`src/rtl/gpu_pkg.sv`:
```
// rtl/gpu_pkg.sv - shared op type and scheduler state encoding for the GPU op scheduler
package gpu_pkg;

  localparam int GPU_OP_W = 62;

  typedef logic [GPU_OP_W-1:0] gpu_op_t;

  typedef enum logic [1:0] {
    ST_IDLE  = 2'd0,
    ST_GRANT = 2'd1,
    ST_DONE  = 2'd2
  } gpu_sched_state_t;

endpackage

```
`src/rtl/gpu_sched_watchdog.sv`:
```
// rtl/gpu_sched_watchdog.sv - idle-cycle counter that flags a stuck producer after WATCHDOG_CYCLES-1 idle cycles
module gpu_sched_watchdog #(
  parameter int WATCHDOG_CYCLES = 1024
) (
  input  logic clk,
  input  logic rst_n,
  input  logic ce_i,
  input  logic clr_i,
  input  logic inc_i,
  output logic expire_o
);

  localparam int CW = $clog2(WATCHDOG_CYCLES) + 1;

  logic [CW-1:0] cnt_q, cnt_d;

  // Expiry fires on the idle cycle whose increment would bring the count to WATCHDOG_CYCLES-1
  assign expire_o = ce_i & inc_i & ((cnt_q + CW'(1)) == CW'(WATCHDOG_CYCLES - 1));

  // Next count: clear on handshake/grant change/swap or expiry, otherwise count idle cycles
  always_comb begin
    cnt_d = cnt_q;
    if (ce_i) begin
      if (clr_i || expire_o) begin
        cnt_d = '0;
      end else if (inc_i) begin
        cnt_d = cnt_q + CW'(1);
      end
    end
  end

  // Counter register
  always_ff @(posedge clk or negedge rst_n) begin
    if (!rst_n) begin
      cnt_q <= '0;
    end else begin
      cnt_q <= cnt_d;
    end
  end

endmodule

```
`src/rtl/gpu_op_scheduler.sv`:
```
// rtl/gpu_op_scheduler.sv - in-order per-frame op scheduler into the GPU FIFO; watchdog option GPU_SCHED_WATCHDOG_EN
module gpu_op_scheduler
  import gpu_pkg::*;
#(
  parameter  int N_REQ           = 3,
  parameter  int WATCHDOG_CYCLES = 1024,
  localparam int GW              = (N_REQ > 1) ? $clog2(N_REQ) : 1
) (
  input  logic                 clk,
  input  logic                 rst_n,
  input  logic                 ce,
  input  logic                 swap,
  input  logic [N_REQ-1:0]     req_valid,
  input  gpu_op_t [N_REQ-1:0]  req_op,
  input  logic [N_REQ-1:0]     req_last,
  output logic [N_REQ-1:0]     req_ready,
  output logic                 fifo_wr_en,
  output gpu_op_t              fifo_wr_data,
  input  logic                 fifo_full,
  output logic [GW-1:0]        grant_idx,
  output logic                 busy,
`ifdef GPU_SCHED_WATCHDOG_EN
  output logic [N_REQ-1:0]     wd_err,
`endif
  output logic                 frame_done
);

  localparam logic [GW-1:0] LAST_IDX = GW'(N_REQ - 1);

  gpu_sched_state_t state_q, state_d;
  logic [GW-1:0]    grant_q, grant_d;
  logic             frame_done_q, frame_done_d;
  logic             hs;
  logic             finish;
  logic             wd_expire;

  // Only the granted producer may be accepted, never while full or in a swap cycle
  always_comb begin
    req_ready = '0;
    if (ce && (state_q == ST_GRANT) && !fifo_full && !swap) begin
      req_ready[grant_q] = 1'b1;
    end
  end

  assign hs           = req_valid[grant_q] & req_ready[grant_q];
  assign fifo_wr_en   = hs;
  assign fifo_wr_data = req_op[grant_q];
  assign grant_idx    = grant_q;
  assign busy         = (state_q == ST_GRANT);
  assign frame_done   = frame_done_q;

`ifdef GPU_SCHED_WATCHDOG_EN
  logic [N_REQ-1:0] wd_err_q, wd_err_d;
  logic             wd_idle;

  // Idle means the granted producer has nothing to offer; full stalls are not the producer's fault
  assign wd_idle = ce & (state_q == ST_GRANT) & ~req_valid[grant_q] & ~fifo_full & ~swap;

  gpu_sched_watchdog #(
    .WATCHDOG_CYCLES (WATCHDOG_CYCLES)
  ) u_watchdog (
    .clk      (clk),
    .rst_n    (rst_n),
    .ce_i     (ce),
    .clr_i    (swap | hs),
    .inc_i    (wd_idle),
    .expire_o (wd_expire)
  );

  // Sticky per-producer timeout flags, cleared only by a new frame
  always_comb begin
    wd_err_d = wd_err_q;
    if (ce) begin
      if (swap) begin
        wd_err_d = '0;
      end else if (wd_expire) begin
        wd_err_d[grant_q] = 1'b1;
      end
    end
  end

  // Timeout flag register
  always_ff @(posedge clk or negedge rst_n) begin
    if (!rst_n) begin
      wd_err_q <= '0;
    end else begin
      wd_err_q <= wd_err_d;
    end
  end

  assign wd_err = wd_err_q;
`else
  assign wd_expire = 1'b0;
`endif

  // A producer is finished by its last op or by a watchdog timeout
  assign finish = (hs & req_last[grant_q]) | wd_expire;

  // Next-state: swap restarts the frame, finishing a producer advances the grant
  always_comb begin
    state_d      = state_q;
    grant_d      = grant_q;
    frame_done_d = frame_done_q;
    if (ce) begin
      frame_done_d = 1'b0;
      if (swap) begin
        state_d = ST_GRANT;
        grant_d = '0;
      end else if ((state_q == ST_GRANT) && finish) begin
        if (grant_q == LAST_IDX) begin
          state_d      = ST_DONE;
          frame_done_d = 1'b1;
        end else begin
          grant_d = grant_q + GW'(1);
        end
      end
    end
  end

  // State, grant and frame-done registers
  always_ff @(posedge clk or negedge rst_n) begin
    if (!rst_n) begin
      state_q      <= ST_IDLE;
      grant_q      <= '0;
      frame_done_q <= 1'b0;
    end else begin
      state_q      <= state_d;
      grant_q      <= grant_d;
      frame_done_q <= frame_done_d;
    end
  end

endmodule

```
`config.mk`:
```
export PLATFORM = sky130hd
export DESIGN_NAME = gpu_op_scheduler
export DESIGN_NICKNAME = d
export VERILOG_FILES = /design/src/rtl/gpu_pkg.sv /design/src/rtl/gpu_sched_watchdog.sv /design/src/rtl/gpu_op_scheduler.sv
export SDC_FILE = /design/constraint.sdc
export NUM_CORES = 1
export LEC_CHECK = 0
export BUFFER_PORTS_ARGS = -buffer_cell sky130_fd_sc_hd__buf_4
export CAP_MARGIN = 0
export CORE_AREA = 2 2 102 104
export DETAILED_ROUTE_END_ITERATION = 6
export DIE_AREA = 0 0 104 106
export GPL_TIMING_DRIVEN = 0
export SLEW_MARGIN = 10
export SYNTH_ARGS = -nofsm -noshare
export SYNTH_HDL_FRONTEND = slang
export SYNTH_HIERARCHICAL = 1
export SYNTH_SLANG_ARGS = --single-unit
export TNS_END_PERCENT = 30
```
`constraint.sdc`:
```
create_clock -name clk -period 2.6 [get_ports clk]
set_input_delay 0.26 -clock clk [delete_from_list [all_inputs] [get_ports clk]]
set_output_delay 0.26 -clock clk [all_outputs]
set_load 0.05 [all_outputs]
```
==> results.md, run 1 <==
- Syn-to-layout area delta: 133%
- Half-perimeter wire length after placement: 8160 um
- Max_slew headroom: 67.3%
- Startpoint class of the critical path: flip-flop
- Dpl cells: 650
- Number of cell rows: 37
- R2r startpoint: grant_idx[0]
- Area of the multi-input gates: 1420 um^2
- Number of placed I/O pins: 267
- First element of the critical path: grant_idx[0]
- Finished Layout Cells: 653
- Sequential fraction of design power: 6.5%
- Critical path endpoint: fifo_wr_data[30]
- Power Internal: 613 uW
- Post-route core utilization: 38.8%
- Setup fix buffers added after clock tree synthesis: 0
- Max_cap viols: 0
- First-pass GRT wire length: 14400 um
- Pin count of the biggest net entering global routing: 20
- NumNets Final: 718
- Vias in the first global route: 2766
- Count of buffers inserted at the top-level ports: 266
- Maximum fanout encountered on the critical timing path: 15
- Clock Skew: 0.00172 ns
- Synthesized area per cell: 6.72 um^2
- Switching power share of the total: 51.5%
- Number of filler instances in the final layout: 1082
- Placer congestion estimate: 0.849
- Kind of critical path: reg -> out
- Cell count after synthesis: 248
- Largest vdd supply drop: 173 uV
- Routed WL: 9410 um
- Post-synth cell types: 26
- Type of the worst min-delay path: in -> reg
- Net Count, Synth: 448
- Syn. warnings: 6
- Root cell of the clock tree: clkbuf_8
- Area occupied by registers: 125 um^2
- Number of storage elements in the synthesis netlist: 5
- Chip width: 104 um
- Core footprint: 10000 um^2
- Buffer levels on the longest clock path: 2
- Crit path capture type: output port
- Sinks on Clock Net: 5
- Final-report setup violation count: 0
- Period minus WS final: 2.46 ns
- H-tree levels: 1
- Number of antenna violations at the first check in global routing: 0
- Critical path arrival: 2.20 ns
- Required time of the worst setup path: 2.34 ns
- Clk Latency, worst-skew pair: 0.22 ns
- Unrepaired setup endpoints after global routing: false
- Final Hold Vio Count: 0
- Share of total power in the clock network: 11.3%
- Number of DRC markers in iteration 0: 105
- Worst hold slack across all endpoints: 0.268 ns
- Number of antenna cells inserted: 0
- TritonCTS clock tree: yes
- Clock-pin slew reported for the worst setup and hold paths after clock tree synthesis: 0.04 ns
- R2R Path End: state_q[0]
- Maximum frequency from static timing analysis: 406 MHz
- Die span in y: 106 um
- Combinational share of power: 82.1%
- Net Sw Power: 651 uW
- P per Cell Area: 325 nW/um^2
- Final Cycle Share: 94.7%
- Starting density of the core: 16.7%
- Number of antenna-violating nets in the routed design: 0
- Area enclosed by the die boundary: 11000 um^2
- Inserted Clock Buffers: 3
- Worst-case register-to-register setup slack: 0.49 ns
- Number of cells on the worst reg-to-reg path: 8
- Actual transition at the worst max-transition pin: 0.490 ns
- Vias per inst: 4.26
- Post-synth design cell area: 1670 um^2
- Via total after detailed routing: 2780
- Aggregate global-route resource usage: 15.8%
- # DRC: 0
- First-pass DRT Iterations: 4
- Final Max Tran Viols: 0
- Status: completed
- Sequential area share after synthesis: 7.51%
- Wire per inst: 14.4 um
- Fraction of final layout cells sized beyond drive strength 1: 54.9%
- Static leakage power: 1.80 nW
- Gr ovfl total: 0
## worst max-delay path: stages (launching register included)
cell,delay [ns]
dfrtp_1,0.37
buf_4,0.26
buf_2,0.33
buf_2,0.36
mux2i_1,0.14
o21ai_0,0.26
buf_4,0.25
## state kept, by name, indices dropped and copies added, names as in the netlist
register and cells:
state_q 2, grant_idx 2, frame_done 1
## worst min-delay path by stage
stage | from | endpoint | slack [ns] | cells after the start
after floorplan | rst_n | frame_done | -0.04 | 0
after global placement | rst_n | grant_idx[0] | 0.07 | 1
after detailed placement | rst_n | frame_done | 0.07 | 1
after CTS | ce | frame_done | 0.27 | 2
after global routing | ce | frame_done | 0.32 | 2
final | ce | frame_done | 0.27 | 2
## kinds of logic (layout without fill, tap and decap cells)
family	Yosys count	in the layout	synth area share (%)
AOI/OAI and AO/OA	69	69	22.7
DFF	5	5	7.51
adders and majority gates	3	3	2.25
muxes	63	63	37.8
buffers and inverters	27	296	7.28
and+or+nand+nor	81	81	22.4
## cells in the final DEF, fill, tap and decap left out, types with 2 or more instances in the layout
master / count
buf_4: 267
nand2_1: 67
mux2i_1: 63
o21ai_0: 49
o21ai_1: 15
clkbuf_1: 12
inv_1: 5
buf_2: 5
dfrtp_1: 5
ha_1: 3
clkbuf_8: 3
and3b_1: 2
and3_1: 2
and4_4: 2
## metal layers
layer / share of wire (%) / routed length (um) / track usage, % / up-vias
li1: - / - / - / 1410
met1: 40 / 3780 / 19.2 / 1233
met2: 52 / 4930 / 29.6 / 131
met3: 6.4 / 604 / 2.64 / 6
met4: 0.96 / 90 / 2.51 / 0
met5: 0 / 0 / 0 / -
## through the flow
step | setup slack [ns] | cell area, um^2 | power, mW | TNS, ns
6_report | 0.137 | 3880 | 1.26 | 0
4_1_cts | 0.0623 | 3880 | 1.27 | 0
2_1_floorplan | -0.213 | 1670 | 0.689 | -7.47
3_3_place_gp | -0.0666 | 3830 | 1.12 | -0.0666
5_1_grt | 0.0165 | 3880 | 1.32 | 0
3_5_place_dp | -0.0740 | 3830 | 1.13 | -0.0740
## cells in the mapped netlist
cell type	n	area, um^2
clkbuf_1	13	48.8
o31ai_1	1	7.51
mux2i_1	63	631
or3_1	1	6.26
dfrtp_1	5	125
o21ai_0	64	320
nor2b_2	1	8.76
o2bb2ai_1	1	8.76
nor3b_1	1	7.51
ha_1	3	37.5
and3b_1	2	17.5
inv_1	5	18.8
nor2b_4	1	13.8
nand2_1	67	251
buf_2	7	35.0
buf_6	1	11.3
and4_4	2	22.5
o211ai_1	1	7.51
nor3b_2	1	12.5
and2_1	1	6.26
buf_4	1	7.51
or2_1	1	6.26
a21boi_1	1	7.51
o311ai_4	1	26.3
and4_1	1	8.76
and3_1	2	12.5
## power groups by stage
stage	clock network, mW	registers [mW]	logic, mW
2_1_floorplan	0	0.0891	0.600
3_3_place_gp	0	0.0832	1.04
3_5_place_dp	0	0.0833	1.04
4_1_cts	0.146	0.0824	1.04
5_1_grt	0.151	0.0828	1.09
6_report	0.143	0.0823	1.04
## cell type report
| type | instances | area share (%) |
|---|---|---|
| buffer | 20 | 2.51 |
| multi-input combinational | 216 | 36.6 |
| clock buffer | 4 | 1.16 |
| timing repair buffer | 267 | 51.7 |
| sequential | 5 | 3.22 |
| inverter | 5 | 0.483 |
| tap | 136 | 4.38 |
## what timing repair did
item,4_1_cts,5_1_grt
resized for setup,1,1
hold endpoints to repair,5,0
hold buffers,1,0
setup endpoints to repair,3,1
(Power assumes the default switching activity.)
==> inputs of run 2 (changes only) <==
CAP_MARGIN = unset   (was 0)
CORE_AREA = 2 2 105 107   (was 2 2 102 104)
DIE_AREA = 0 0 107 109   (was 0 0 104 106)
clock period = 3 ns   (was 2.6 ns; I/O delays follow)
==> run 2 against run 1 <==
Flip-flop and latch count did not move. Global-route usage down 1.4 points. Critical endpoint is now fifo_wr_en. Via count is 1.7% higher. Critical path depth up 1. Die area grew 5.8%. Non-clock buffer count increased by 2. Sequential share of layout area barely moved. Critical path type unchanged.
==> results.md, run 2 (synthesis gave the netlist of run 1 again) <==
- Commonest non-fill, non-tap cell in the layout: buf_4
- Type of the worst min-delay path: in -> reg
- Max_cap viols: 0
- Period minus WS final: 2.70 ns
- Status: completed
- Fraction of final layout cells sized beyond drive strength 1: 54.9%
- Number of cells on the worst reg-to-reg path: 8
- Worst hold path depth: 2
- Routed WL: 9420 um
- Number of antenna-violating nets in the routed design: 0
- Startpoint class of the critical path: flip-flop
- Gr ovfl total: 0
- Critical path arrival: 2.40 ns
- Kind of critical path: reg -> out
- Final-report setup violation count: 0
- Number of antenna violations at the first check in global routing: 0
- NumNets Final: 720
- First-pass DRT Iterations: 6
- Unrepaired setup endpoints after global routing: false
- Worst hold slack across all endpoints: 0.286 ns
- Clock Skew: 0.00156 ns
- Half-perimeter wire length after placement: 8100 um
- Syn-to-layout area delta: 134%
- Wire per inst: 14.3 um
- Actual transition at the worst max-transition pin: 0.462 ns
- TritonCTS clock tree: yes
- Setup fix buffers added after clock tree synthesis: 0
- Vias in the first global route: 2731
- Setup_tns: 0 ns
- Maximum frequency from static timing analysis: 371 MHz
- First-pass GRT wire length: 13500 um
- Inserted Clock Buffers: 3
- Pin count of the biggest net entering global routing: 11
- Die span in y: 109 um
- Number of cell rows: 38
- Crit path capture type: output port
- Via total after detailed routing: 2826
- Core footprint: 10600 um^2
- Count of buffers inserted at the top-level ports: 266
- H-tree levels: 1
- Final Cycle Share: 89.9%
- Post-layout total power: 1.10 mW
- Required time of the worst setup path: 2.70 ns
- Root cell of the clock tree: clkbuf_8
- Final Max Tran Viols: 0
- Commonest cells after routing, fill and taps aside: buf_4, nand2_1, o21ai_0
- Buffer levels on the longest clock path: 2
- Clock-pin slew reported for the worst setup and hold paths after clock tree synthesis: 0.04 ns
- Largest vdd supply drop: 201 uV
- Area enclosed by the die boundary: 11700 um^2
- Number of placed I/O pins: 267
- Number of antenna cells inserted: 0
- Vias per inst: 4.29
- Static leakage power: 1.81 nW
- Chip width: 107 um
- P per Cell Area: 282 nW/um^2
- Placer congestion estimate: 0.770
- Number of filler instances in the final layout: 1110
- Final Hold Vio Count: 0
- Clk Latency, worst-skew pair: 0.23 ns
- Starting density of the core: 15.7%
- Sinks on Clock Net: 5
- Number of DRC markers in iteration 0: 145
- Aggregate global-route resource usage: 14.4%
- Max_slew headroom: 69.2%
- Maximum fanout encountered on the critical timing path: 10
- # DRC: 0
==> run 2: cell types whose count changed in the layout (fill, tap and decap cells not counted), sizes merged <==
cell  before  now
buf      273  275
==> run 2: stage by stage <==
step,worst slack (ns),utilization [%],area [um^2],instances
floorplan,0.147,-,1670,248
global placement,0.268,36.2,3840,654
detailed placement,0.265,36.2,3840,654
CTS,0.0249,36.7,3890,659
global route,0.0757,36.7,3890,659
finish,0.304,36.7,3890,659
==> run 2: final cells by class <==
type / instances / area [um^2] / share of cell area, %
Inverter: 5 / 18.8 / 0.482
Buffer: 22 / 104 / 2.67
Tap cell: 140 / 175 / 4.50
Sequential cell: 5 / 125 / 3.21
Clock buffer: 4 / 45.0 / 1.16
Multi-Input combinational cell: 216 / 1420 / 36.5
Timing Repair Buffer: 267 / 2010 / 51.5
==> run 2: worst paths after layout <==
kind | from | endpoint | slack [ns]
min reg2reg | state_q[0] | state_q[0] | 0.52
max | grant_idx[1] | fifo_wr_en | 0.30
max reg2reg | grant_idx[1] | state_q[0] | 0.63
max in group asynchronous | rst_n | state_q[0] | 2.49
min in group asynchronous | rst_n | grant_idx[1] | 0.40
min | ce | frame_done | 0.29
==> run 2: worst max-delay path: stages, from the launching register on <==
cell	delay [ns]
dfrtp_1	0.45
clkbuf_2	0.32
clkbuf_1	0.36
inv_1	0.12
ha_1	0.21
and4_4	0.16
or3_1	0.34
buf_4	0.20
==> run 2: metal layers <==
metal,GRT usage [%],vias up,part of all wire [%]
met3,2.45,5,8.8
li1,-,1413,-
met2,27.8,142,52
met1,17.1,1266,38
met5,0,-,0
met4,1.67,0,0.55
==> run 2: what timing repair did <==
item                                    CTS  global route
endpoints found under the hold margin     5             0
endpoints found under the setup margin    0             1
hold buffers                              1             0
resized for setup                         0             2
==> run 2: power by group <==
group          internal, mW  switching, mW  total, mW
logic                 0.369          0.529      0.898
registers            0.0695        0.00171     0.0712
clock network        0.0916         0.0377      0.129
